==> config.mk <==
export PLATFORM = sky130hd
export DESIGN_NAME = rr_req_arbiter
export DESIGN_NICKNAME = d
export VERILOG_FILES = /design/src/rtl/arb_pkg.sv /design/src/rtl/rr_select.sv /design/src/rtl/rr_req_arbiter.sv
export SDC_FILE = /design/constraint.sdc
export NUM_CORES = 1
export LEC_CHECK = 0
export BUFFER_PORTS_ARGS = -buffer_cell sky130_fd_sc_hd__buf_2
export CAP_MARGIN = 20
export CORE_MARGIN = 2
export CORE_UTILIZATION = 30
export DETAILED_ROUTE_END_ITERATION = 6
export PLACE_DENSITY = 0.5
export SETUP_SLACK_MARGIN = 0.02
export SYNTH_ARGS = -nofsm -noshare
export SYNTH_HDL_FRONTEND = slang
export SYNTH_SLANG_ARGS = --single-unit
==> constraint.sdc <==
create_clock -name clk -period 2 [get_ports clk]
set_input_delay 0.4 -clock clk [delete_from_list [all_inputs] [get_ports clk]]
set_output_delay 0.4 -clock clk [all_outputs]
set_load 0.1 [all_outputs]
==> src/rtl/arb_pkg.sv <==
// Shared types, defaults and the round-robin pick helper for rr_req_arbiter.
package arb_pkg;

  typedef enum logic [1:0] {
    IDLE  = 2'd0,
    GRANT = 2'd1,
    GAP   = 2'd2
  } arb_state_t;

  localparam int DEF_N        = 4;
  localparam int DEF_MAX_HOLD = 8;
  // Widest requester vector the pick helper is written for.
  localparam int MAX_N        = 16;

  // Index of the first set bit of req at or after ptr, wrapping modulo n.
  // Returns 0 when no bit is set; callers qualify with |req.
  function automatic int rr_pick(input logic [MAX_N-1:0] req, input int ptr, input int n);
    int  sel;
    int  idx;
    logic found;
    sel   = 0;
    found = 1'b0;
    for (int i = 0; i < MAX_N; i++) begin
      idx = (ptr + i) % n;
      if (!found && (i < n) && req[idx]) begin
        sel   = idx;
        found = 1'b1;
      end
    end
    return sel;
  endfunction

endpackage

==> src/rtl/rr_select.sv <==
// Combinational round-robin selector: first active request at or after ptr.
module rr_select
  import arb_pkg::*;
#(
  parameter int N = DEF_N
) (
  input  logic [N-1:0]         req_i,
  input  logic [$clog2(N)-1:0] ptr_i,
  output logic [$clog2(N)-1:0] sel_o,
  output logic                 valid_o
);

  localparam int IDW = $clog2(N);

  logic [MAX_N-1:0] req_ext;

  assign req_ext = MAX_N'(req_i);

  // Pick the winner and flag whether anyone is asking at all.
  always_comb begin
    sel_o   = IDW'(rr_pick(req_ext, int'(ptr_i), N));
    valid_o = |req_i;
  end

endmodule

==> src/rtl/rr_req_arbiter.sv <==
// Round-robin arbiter with registered one-hot grant, bounded hold time and
// a one-cycle dead gap between owners.
module rr_req_arbiter
  import arb_pkg::*;
#(
  parameter int N        = DEF_N,
  parameter int MAX_HOLD = DEF_MAX_HOLD
) (
  input  logic                 clk,
  input  logic                 rst,
  input  logic [N-1:0]         req,
  output logic [N-1:0]         gnt,
  output logic [$clog2(N)-1:0] gnt_id,
  output logic                 busy,
  output logic                 timeout
);

  localparam int IDW = $clog2(N);
  localparam int CW  = $clog2(MAX_HOLD + 1);
  localparam logic [CW-1:0]  MAX_HOLD_C = CW'(MAX_HOLD);
  localparam logic [IDW-1:0] LAST_ID    = IDW'(N - 1);

  arb_state_t     state_q, state_d;
  logic [IDW-1:0] ptr_q, ptr_d;
  logic [IDW-1:0] gnt_id_q, gnt_id_d;
  logic [CW-1:0]  cnt_q, cnt_d;
  logic [N-1:0]   gnt_q, gnt_d;
  logic           timeout_q, timeout_d;

  logic [IDW-1:0] sel;
  logic           sel_valid;
  logic [N-1:0]   sel_onehot;
  logic [IDW-1:0] ptr_after_owner;
  logic           owner_req;

  rr_select #(.N(N)) u_rr_select (
    .req_i   (req),
    .ptr_i   (ptr_q),
    .sel_o   (sel),
    .valid_o (sel_valid)
  );

  // One-hot decode of the selected index.
  for (genvar gi = 0; gi < N; gi++) begin : g_onehot
    assign sel_onehot[gi] = (sel == IDW'(gi));
  end

  // Priority moves to the requester just after the outgoing owner.
  assign ptr_after_owner = (gnt_id_q == LAST_ID) ? '0 : gnt_id_q + IDW'(1);
  assign owner_req       = req[gnt_id_q];

  // Next-state, grant, counter and pointer decisions.
  always_comb begin
    state_d   = state_q;
    ptr_d     = ptr_q;
    gnt_id_d  = gnt_id_q;
    cnt_d     = cnt_q;
    gnt_d     = gnt_q;
    timeout_d = 1'b0;
    case (state_q)
      IDLE: begin
        gnt_d = '0;
        if (sel_valid) begin
          gnt_d    = sel_onehot;
          gnt_id_d = sel;
          cnt_d    = CW'(1);
          state_d  = GRANT;
        end
      end
      GRANT: begin
        // A voluntary release wins over the hold limit in the same cycle.
        if (!owner_req) begin
          gnt_d   = '0;
          ptr_d   = ptr_after_owner;
          state_d = GAP;
        end else if (cnt_q == MAX_HOLD_C) begin
          gnt_d     = '0;
          timeout_d = 1'b1;
          ptr_d     = ptr_after_owner;
          state_d   = GAP;
        end else begin
          cnt_d = cnt_q + CW'(1);
        end
      end
      GAP: begin
        gnt_d   = '0;
        state_d = IDLE;
      end
      default: begin
        gnt_d   = '0;
        state_d = IDLE;
      end
    endcase
  end

  // State registers; reset overrides everything, including an active grant.
  always_ff @(posedge clk) begin
    if (rst) begin
      state_q   <= IDLE;
      ptr_q     <= '0;
      gnt_id_q  <= '0;
      cnt_q     <= '0;
      gnt_q     <= '0;
      timeout_q <= 1'b0;
    end else begin
      state_q   <= state_d;
      ptr_q     <= ptr_d;
      gnt_id_q  <= gnt_id_d;
      cnt_q     <= cnt_d;
      gnt_q     <= gnt_d;
      timeout_q <= timeout_d;
    end
  end

  assign gnt     = gnt_q;
  assign gnt_id  = gnt_id_q;
  assign busy    = (state_q != IDLE);
  assign timeout = timeout_q;

endmodule

# Yosys cells after proc, flatten, opt, wreduce, memory -nomap -nowiden
# Index checks and enable logic that the tools add are counted.
[op_classes]
addsub = 5
order_cmp = 5
n_eq_ne = 11
mux = 36
bitwise_logic = 5
n_reduce_logical = 19
[op_table]
columns = ["cell", "n"]
rows = [
  ["4-bit two-way mux", 6],
  ["2-bit two-way mux", 10],
  ["3-bit by 6-bit < comparator with 1-bit output, second input constant", 3],
  ["4-bit case mux with 2 select lines", 2],
  ["1-bit two-way mux", 12],
  ["1-bit binary-select mux with 3-bit select", 3],
  ["2-bit == test, second input constant", 3],
  ["2-bit inequality test, second input constant", 3],
  ["2-bit AND reduction", 3],
  ["2-bit OR reduction", 3],
  ["2-bit by 5-bit < comparator with 1-bit output, second input constant", 1],
  ["2-bit by 1-bit adder with 2-bit output, second input constant", 2],
  ["2-bit adder, second input constant", 2],
  ["4-bit by 1-bit adder with 4-bit output, second input constant", 1],
  ["1-bit binary-select mux with 2-bit select", 2],
  ["2-bit by 1-bit == test with 1-bit output, second input constant", 2],
  ["4-bit == test, second input constant", 1],
  ["2-bit zero test", 2],
  ["2-bit case mux with 2 select lines", 1],
  ["4-bit AND reduction", 1],
  ["2-bit nonzero test", 2],
  ["4-bit OR reduction", 1],
  ["1-bit bitwise AND, first input constant", 3],
  ["1-bit logical AND", 3],
  ["other kinds (6)", 9],
]
[totals]
regBits = 15
wordCells = 87

# Logic depth before layout (Yosys ltp)
# Gate-level depths: netlist of the first run.
[logic_depth]
word_depth = 17
ltp_mapped = 6
mapped_depth_nobuf = 6

# Hierarchy
# Synthesis of the first run repeated with hierarchy kept, for this count alone.
[unflattened]
hier_cells = 89
area_unflattened_um2 = 753.2
[by_module_without_submodules]
columns = ["module", "n_inst", "cells_each", "area_each_um2", "seq_area_each_um2"]
rows = [
  ["rr_req_arbiter", 1, 74, 675.6, 300.3],
  ["rr_select", 1, 15, 77.6, 0.0],
]

# Worst setup path after synthesis of the first run
# OpenSTA, ideal clock, no wires.
[synth_path]
path_kind = "register to register"
start = "reg gnt_id_q[1] (netlist: gnt_id[1])"
end = "reg ptr_q[1]"
setup_ns = 0.129
t_arrival_ns = 2.078
required_ns = 1.871
setup_slack_ns = -0.207
path_stages_with_launch = 5
n_path_buf = 0
period_less_slack_ns = 2.207
cell_sequence = "dfxtp_1 mux4_2 a21boi_4 mux2i_1 nor2_1"
[synth_via]
elab_chain_cells = 4
[synth_rtl]
columns = ["item", "line_no", "rtl"]
rows = [
  ["start, declared", "rr_req_arbiter.sv:25", "logic [IDW-1:0] gnt_id_q, gnt_id_d;"],
  ["start signal, assigned", "rr_req_arbiter.sv:108", "gnt_id_q <= gnt_id_d;"],
  ["2-bit by 1-bit adder with 2-bit output (tied with other cells)", "rr_req_arbiter.sv:49", "assign ptr_after_owner = (gnt_id_q == LAST_ID) ? '0 : gnt_id_q + IDW'(1);"],
  ["2-bit two-way mux / 1-bit two-way mux (equally long branches)", "rr_req_arbiter.sv:49, rr_req_arbiter.sv:50", ""],
  ["2-bit two-way mux / 2-bit by 1-bit inequality test with 1-bit output (equally long branches)", "n/a", ""],
  ["2-bit two-way mux / 2-bit AND reduction (equally long branches)", "n/a", ""],
  ["end signal, assigned", "rr_req_arbiter.sv:107", "ptr_q <= ptr_d;"],
  ["end, declared", "rr_req_arbiter.sv:24", "logic [IDW-1:0] ptr_q, ptr_d;"],
]
# Several ways; a longest one is shown, not always the timed one. The select of a mux whose other input is x is not followed.
# A chain may end at the register's enable or synchronous reset.

# Worst setup path after layout of the first run
[layout_path]
start = "reg state_q[1]"
end = "out busy"
[layout_via]
elab_chain_cells = 1
[layout_rtl]
columns = ["item", "line_no", "rtl"]
rows = [
  ["start, declared", "rr_req_arbiter.sv:23", "arb_state_t state_q, state_d;"],
  ["start signal, assigned", "rr_req_arbiter.sv:106", "state_q <= state_d;"],
  ["2-bit nonzero test", "rr_req_arbiter.sv:117", "assign busy = (state_q != IDLE);"],
  ["end, declared", "rr_req_arbiter.sv:14", "output logic busy,"],
]
# No other way between the ends.

==> run metrics, run 1 <==
area of the multi-input gates 425 um2; unrepaired setup endpoints after global routing no; post-placement cell count approximately 120; Leak ~0.35 nW; WHS Endpoint gnt[3]$_SDFFE_PP0P_; Worst R2R Setup Slack between 400 and 500 ps; CP Capture Type output port; initial drt markers 11; layout cells sized above 1 between 20 and 30%; Reg2Reg Capture Point gnt[2]$_SDFFE_PP0P_; P&R area growth vs syn 16.4%; synth unique cells 34; post-CTS setup buffers 0; part of the cycle the worst path needs between 70% and 80%; hold_ws 473 ps; Die Y between 50 and 60 um; worst hold path cell count 1; Worst EP arrival around 1200 ps; core area approximately 0.0024 mm2; WL final ~1600 um; hpwl dp 1170 um; IO Port Bufs 13; status completed; Power per Cell Area between 800 and 900 mW/mm2; DR vias 608; setup violators final 0; synth top area cells dfxtp_1 40%, a32o_1 5.4%, ha_1 5.0%, a21oi_1 4.0%, nor3_1 3.4%; dpl cell area 842 um2; Slew Limit Fails 0; post-synth top area cell dfxtp_1; Worst Max-Slew Pin Slew around 470 ps; post-route cell area slightly below 900 um2; NumNets Final approximately 100; Wirelength per Cell 12.9 um; Hold Startpoint gnt[3]$_SDFFE_PP0P_; crit path time final approximately 1600 ps; Fin. Hold Viols 0; clk root buf clkbuf_4; fmax roughly 630 MHz; Post-Syn Nets between 80 and 90; vias in the first global route around 570; initial antenna violation count 0; crit start category register; gate count of the mapped netlist 78; Num CTS Buffers 3; Worst-path clk slew 90 ps; Initial Util just over 30%; worst-path fanout max 3; Sink Count 15; most numerous cell in the Yosys netlist dfxtp_1; # rows 18; total number of yosys warnings 0; number of I/O pins 14; WS Path Type register to output port; GP Congestion ~0.7; First-pass DRT Iterations 4; pin count of the biggest net entering global routing 15; setup TNS 0 ps; number of fillers in the final layout 254; total of max-cap violations 0; vias per std cell ~4.9; RR Startpoint gnt_id[1]$_SDFFE_PP0P_; depth of the CTS H-tree 1; worst min path class register to register; Post-synth top cells 15 x dfxtp_1, 6 x a21oi_1, 5 x nor3_1; register area 303 um2; final setup skew 5.34 ps; slew margin rel. between 60% and 70%; worst reg-to-reg path cell count 4; TritonCTS clock tree yes; post-synth top area share 40.3%; GRT Total Usage between 10% and 20%; CP required ~1600 ps; Post-synth EDFFs 0; Yosys reg bits 15; sequential share of the synthesized area between 40 and 50%; FFs w/ async S/R, synth 0%; Remaining DRCs 0; Peak supply drop approximately 0.35 mV; dominant synthesized flop cell dfxtp_1; worst skew pair latency around 280 ps; first-pass GRT wire length ~2700 um; diode count 0; Syn Area/Cell around 9.6 um2; total gr overflow 0; Mapped Area around 750 um2; Clock Path Buffers 2; Die X around 54 um; Final ANT Viol Nets 0; post-cts gate resize count 0; die area 0.00290 mm2; hold_buf cts 0; non-filler cells in the finished layout ~120
## metrics by stage
step	total power, mW	worst slack (ps)	util, %
floorplan	0.525	141	-
CTS	0.743	401	36.0
global route	0.775	334	36.0
global placement	0.570	281	34.9
detailed placement	0.572	261	34.9
finish	0.735	411	36.0
## worst max-delay path: stages (launching register included)
cell,delay [ps]
dfxtp_1,310
or2_2,300
buf_2,300
## kinds of logic after synthesis
| family | after synthesis | synth area share, % |
|---|---|---|
| AO/OA/AOI/OAI | 18 | 19.8 |
| multiplexers | 3 | 5.70 |
| XOR/XNOR | 2 | 2.35 |
| AND/OR/NAND/NOR | 32 | 24.2 |
| adder cells (fa/ha/maj) | 3 | 5.03 |
| buffers and inverters | 5 | 2.68 |
| flip-flops | 15 | 40.3 |
## registers in the layout, indices dropped and copies added, names as in the netlist
signal and count:
cnt_q 4, gnt 4, gnt_id 2, ptr_q 2
state_q 2, timeout 1
## layout make-up
| class | count | share of cell area, % |
|---|---|---|
| clock buffers | 4 | 3.03 |
| inverters | 3 | 1.30 |
| multi-input cells | 58 | 49.0 |
| flip-flops and latches | 15 | 34.9 |
| well taps | 30 | 4.32 |
| repair buffers | 13 | 7.49 |
## placed cells by master, fill, tap and decap left out, types with 3 or more instances in the layout
cell type and count:
a21oi_1 6, a32o_1 4, buf_2 13, clkbuf_4 3
dfxtp_1 13, ha_1 3, inv_1 3, nand2_1 4
nand3_1 4, nor2_1 4, nor3_1 5
## per-layer routing
layer  up-vias  track usage, %  part of all wire (%)
met5         -               0                     0
met4         0            7.69                   1.3
met3         2            1.67                   3.4
met2        13            20.9                    48
met1       272            17.2                    47
li1        321               -                     -
## power breakdown
part / internal, mW / switching, mW / total (mW)
clock network: 0.0773 / 0.0935 / 0.171
registers: 0.319 / 0.0165 / 0.335
logic: 0.0613 / 0.167 / 0.228
total: 0.458 / 0.277 / 0.735
## how the worst max path moves through the flow
stage / cells past startpoint / to / slack (ps) / start
after floorplan: 4 / ptr_q[1]$_SDFFE_PP0P_ / 140 / gnt_id[1]$_SDFFE_PP0P_
after global placement: 5 / gnt[3]$_SDFFE_PP0P_ / 280 / req[3]
after detailed placement: 5 / gnt[1]$_SDFFE_PP0P_ / 260 / req[3]
after CTS: 2 / busy / 400 / state_q[1]$_SDFFE_PP0P_
after global routing: 4 / gnt[2]$_SDFFE_PP0P_ / 330 / gnt_id[1]$_SDFFE_PP0P_
final: 2 / busy / 410 / state_q[1]$_SDFFE_PP0P_
Power figures use the tool's default switching activity.
==> run 2, diff against run 1 <==
ABC_AREA = 1   (was default)
PLACE_DENSITY = 0.51   (was 0.5)
clock period = 1.27 ns   (was 2 ns; I/O delays follow)
==> run 2 against run 1 <==
  * The run now ends with setup timing left
  * Non-clock buffer count grew 27
  * Wire length grew 77%
  * Power grew to 4.9 times the previous value
  * Flip-flop and latch count is the same
  * Clock skew shrank 3.6 ps
  * Cell count grew 99%
  * Critical path depth grew 7
  * Sequential share of layout area shrank 17 points
  * Register-to-register slack lost 660 ps
  * Clock power grew 61%
  * Synthesized area grew 33%
  * Worst hold slack lost 220 ps
  * Largest cell class unchanged
  * Highest routed layer unchanged
==> run metrics, run 2 <==
Remaining DRCs 0; total of max-cap violations 0; hpwl dp between 2000 and 2500 um; Syn Area/Cell 6.21 um2; Slew Limit Fails 0; crit-path cells buf_16 > nand2_4 > nand2_4 > nand2_4 > nand2_4 > o211ai_1 > nand2_4 > buf_4 > a21oi_1; post-route cell area ~0.0018 mm2; Sink Count 15; Yosys reg bits 15; crit path time final approximately 1500 ps; slew margin rel. about four fifths; most common cell after layout, fill and taps aside nand2_1; Max stage delay on crit path between 300 and 400 ps; unrepaired setup endpoints after global routing yes; Final ANT Viol Nets 0; Leak between 0.8 and 0.9 nW; # rows 20; Pwr Total about 3.6 mW; post-synth top area share 30.2%; synth top area cells dfxtp_1 30%, nand2_1 17%, inv_1 8.3%, nand3_1 8.1%, nand2_2 6.3%; dpl cell area 0.00138 mm2; worst min path class input pin to register; pin count of the biggest net entering global routing 11; first-pass GRT wire length roughly 4500 um; Worst-path clk slew 90 ps; Post-Syn Nets around 170; status complete, but fails checks; most frequent cells in the layout 27 x nand2_1, 20 x buf_4, 16 x inv_1, 16 x nand2_4, 14 x nand2_2; initial antenna violation count 0; fmax between 600 and 700 MHz; IO Port Bufs 13; worst hold path cell count 2; Worst EP arrival about 1700 ps; initial drt markers 43; total number of yosys warnings 0; worst skew pair latency ~280 ps; setup violators final 11; diode count 0; setup TNS -1250 ps; utilization after layout a little under three fifths; CP Capture Type register; vias in the first global route 1068; CP max-delay cell dfxtp_4; DR vias 1112; worst-path fanout max 4; vias per std cell 4.54; Post-synth EDFFs 0; part of the cycle the worst path needs 118%; gate count of the mapped netlist 160; dominant synthesized flop cell dfxtp_1; WS Path Type register to register; Power per Cell Area slightly above 2000 mW/mm2; Initial Util between 30% and 40%; crit start category register; First-pass DRT Iterations 4; core area between 0.003 and 0.004 mm2; Worst Max-Slew Pin Slew around 290 ps; violated checks setup timing; total gr overflow 0; Mapped Area ~990 um2; Num CTS Buffers 3; WL final ~2800 um; P&R area growth vs syn 77.0%; sequential share of the synthesized area a little under a third; TritonCTS clock tree yes; depth of the CTS H-tree 1; Post-synth top cells 46 x nand2_1, 22 x inv_1, 16 x nand3_1, 15 x dfxtp_1, 13 x nor2_1; Fin. Hold Viols 0; hold_buf cts 0; GRT Total Usage 16.4%; clk root buf clkbuf_4; FFs w/ async S/R, synth 0%; Clock Path Buffers 2; die area 0.00379 mm2; most numerous cell in the Yosys netlist nand2_1; layout cells sized above 1 between 50% and 60%; number of I/O pins 14; Crit path top cell by count nand2_4; Final Worst Setup Slack -234 ps; Die X ~60 um; final setup skew ~1.7 ps; CP required 1480 ps; Wirelength per Cell between 10 and 15 um; synth unique cells 22; Die Y 61.5 um; post-synth top area cell dfxtp_1; NumNets Final around 210; Peak supply drop between 0.7 and 0.8 mV; worst reg-to-reg path cell count 9; GP Congestion ~0.85
## run 2: cell types whose count changed after synthesis, sizes merged, moves of 4 or more
cell   change
nand2     +53
inv       +23
nand3     +13
nor2       +8
o21ai      +6
a21oi      +4
a32o       -4
nor3       -4
## run 2: per-layer routing
metal / track usage [%] / wire (um)
met1: 18.3 / 1180
met2: 30.8 / 1570
met3: 2.52 / 33
met4: 6.38 / 16
met5: 0 / 0
## run 2: stage by stage
step	hold WS (ps)	cells	setup slack (ps)
after floorplan	445	160	-104
after global placement	463	232	-130
after detailed placement	473	232	-155
after CTS	243	239	-175
after global routing	238	245	-342
final	255	245	-234
## run 2: cell type report
cell class / instances / area (um2)
fill: 319 / 1350
multi-input combinational: 116 / 810
timing repair buffer: 40 / 439
sequential: 15 / 320
inverter: 26 / 108
tap: 44 / 55.1
clock buffer: 4 / 26.3
## run 2: power by group
part	total, mW	switching, mW	internal, mW
clock	0.276	0.154	0.122
sequential	0.729	0.133	0.596
combinational	2.57	1.49	1.08
total	3.58	1.78	1.80
## run 2: worst paths after layout
kind         slack, ps                      end                   from
max               -230   gnt_id[0]$_SDFFE_PP0P_  ptr_q[0]$_SDFFE_PP0P_
min reg2reg        510      gnt[2]$_SDFFE_PP0P_    gnt[2]$_SDFFE_PP0P_
min                250  state_q[0]$_SDFFE_PP0P_                    rst
max reg2reg       -230   gnt_id[0]$_SDFFE_PP0P_  ptr_q[0]$_SDFFE_PP0P_
## run 2: cell families (layout without fill, tap and decap cells)
group	after synthesis	after routing	synth area share (%)
adder cells (fa/ha/maj)	3	3	3.78
AO/OA/AOI/OAI	21	21	11.7
AND/OR/NAND/NOR	92	92	42.2
flip-flops	15	15	30.2
buffers and inverters	29	70	12.1
## run 2: critical path, delay by kind of cell (launching register included)
kind            cells  cell delay [ps]
compound gates      2              380
flops               1              390
simple gates        5              380
buf+inv             2              280
## run 2: timing repair
| item | in CTS | in global routing |
|---|---|---|
| resized for setup | 35 | 43 |
| setup buffers | 2 | 6 |
| hold endpoints to repair | 0 | 0 |
| pin swaps | 5 | 16 |
| cloned | 1 | 0 |
| setup endpoints to repair | 16 | 15 |
==> run 3, diff against run 2 <==
CORE_ASPECT_RATIO = 0.9   (was default)
REMOVE_ABC_BUFFERS = 1   (was default)
==> run 3 against run 2 <==
  * The flow still finishes with violations (setup timing)
  * Clock power grew 39%
  * First-iteration DRC count shrank 16%
  * Register-to-register slack gained 20 ps
  * Sequential power shrank 4.8%
  * Critical path type unchanged
==> run metrics, run 3 (same netlist as run 2, synthesis figures left out) <==
status complete, but fails checks; violated checks setup timing; number of fillers in the final layout ~310; vias in the first global route 1019; fmax about 680 MHz; worst skew pair latency between 200 and 250 ps; post-placement cell count ~230; initial antenna violation count 0; depth of the CTS H-tree 1; setup violators final 10; CP required between 1000 and 1500 ps; Wirelength per Cell approximately 11 um; IO Port Bufs 13; P&R area growth vs syn 67.8%; Reg2Reg Capture Point gnt[0]$_SDFFE_PP0P_; clk root buf clkbuf_8; Hold Startpoint rst; internal power between 1.5 and 2 mW; Die X approximately 65 um; # rows 19; Power per Cell Area about 2100 mW/mm2; Worst R2R Setup Slack -210 ps; Peak supply drop between 0.9 and 1 mV; crit path time final about 1500 ps; worst hold path cell count 2; number of I/O pins 14; final setup skew 1.30 ps; Worst-path clk slew around 60 ps; worst min path class input pin to register; Remaining DRCs 0; Final Worst Setup Slack -211 ps; setup TNS -1270 ps; TritonCTS clock tree yes; hold_buf cts 0; power share of the clock group ~11%; Pwr Total 3.51 mW; Leak just over 0.8 nW; crit start category register; WHS Endpoint gnt[3]$_SDFFE_PP0P_; post-route cell area 0.00167 mm2; WS Path Type register to register; Fin. Hold Viols 0; RR Startpoint ptr_q[0]$_SDFFE_PP0P_; met3 GRT Util ~3.4%; hold_ws 286 ps; diode count 0; DR vias between 1000 and 1500; hpwl dp about 1800 um; Die Y about 59 um; die area 0.00379 mm2; first-pass GRT wire length about 4200 um; layout cells sized above 1 between 50% and 60%; initial drt markers 36; Psw roughly 1.7 mW; most frequent cells in the layout 33 x nand2_1, 22 x buf_4, 17 x nand2_2; dpl cell area approximately 0.0014 mm2; total of max-cap violations 0; CP Capture Type register; Combinational Power Share ~69%; Slew Limit Fails 0; NumNets Final approximately 210; crit path from ptr_q[0]$_SDFFE_PP0P_; met2 Usage GRT 24.3%; worst-path fanout max 8; First-pass DRT Iterations 4; Initial Util around a third; Final ANT Viol Nets 0; vias per std cell roughly 4.5; core area about 0.0031 mm2; Clock Path Buffers 2; unrepaired setup endpoints after global routing yes; WL final 2630 um; met1 GRT Util roughly 17%; part of the cycle the worst path needs 117%; Flop pwr share between 15 and 20%; Worst EP arrival 1620 ps; pin count of the biggest net entering global routing 10; slew margin rel. between 80 and 90%; non-filler cells in the finished layout roughly 240; total gr overflow 0; Worst Max-Slew Pin Slew ~260 ps; most common cell after layout, fill and taps aside nand2_1; worst reg-to-reg path cell count 11; Sink Count 15; GP Congestion between 0.8 and 0.9; Num CTS Buffers 3; busiest layer in global routing met2; GRT Total Usage ~14%; sw frac between 40% and 50%
run 3: cell count changes in the layout (fill, tap and decap cells not counted), sizes merged:
cell    previous run  this run
clkbuf             4         3
buf               40        41
clkinv             0         1
run 3: worst max-delay path by stage:
stage | end | cells after the start
3_5_place_dp | gnt[0]$_SDFFE_PP0P_ | 11
2_1_floorplan | cnt_q[1]$_SDFFE_PP0P_ | 8
5_1_grt | gnt[0]$_SDFFE_PP0P_ | 13
3_3_place_gp | gnt[0]$_SDFFE_PP0P_ | 11
4_1_cts | gnt[0]$_SDFFE_PP0P_ | 11
6_report | gnt[0]$_SDFFE_PP0P_ | 11
run 3: power groups by stage:
stage | Sequential [mW] | Combinational (mW) | Clock, mW
finish | 0.694 | 2.44 | 0.384
global route | 0.708 | 2.63 | 0.421
global placement | 0.666 | 1.90 | 0
floorplan | 1.06 | 0.808 | 0
detailed placement | 0.669 | 1.92 | 0
CTS | 0.670 | 2.08 | 0.400
run 3: timing repair:
action / in CTS / in global routing
endpoints found under the hold margin: 0 / 0
setup endpoints to repair: 14 / 14
setup buffers: 4 / 3
pin swaps: 6 / 18
resized for setup: 24 / 50
run 3: critical path, cell delays in order (launching register included):
cell	delay [ps]
dfxtp_4	360
buf_8	140
nand2_2	70
nand2_2	50
nand2_2	90
nand2_4	80
nor2_4	160
nand3_2	120
nand3_4	130
nor2_4	50
nor2_1	80
nor2_1	50
run 3: layer usage:
metal / up-vias / part of all wire (%)
met4: 0 / 0
met3: 0 / 2.7
met2: 11 / 52
met1: 501 / 45
li1: 587 / -
met5: - / 0
run 3: through the flow:
| step | utilization (%) | setup slack [ps] |
|---|---|---|
| after floorplan | - | -733 |
| after global placement | 43.4 | -207 |
| after detailed placement | 43.4 | -235 |
| after CTS | 47.9 | -143 |
| after global routing | 53.5 | -315 |
| final | 53.5 | -211 |
run 3: area by class of cell:
class | instances | area [um2] | area share [%]
clock buffers | 3 | 41.3 | 2.48
well taps | 42 | 52.6 | 3.15
inverters | 26 | 108 | 6.46
flip-flops and latches | 15 | 317 | 19.0
clock inverters | 1 | 5.00 | 0.300
multi-input cells | 116 | 722 | 43.3
repair buffers | 41 | 422 | 25.3
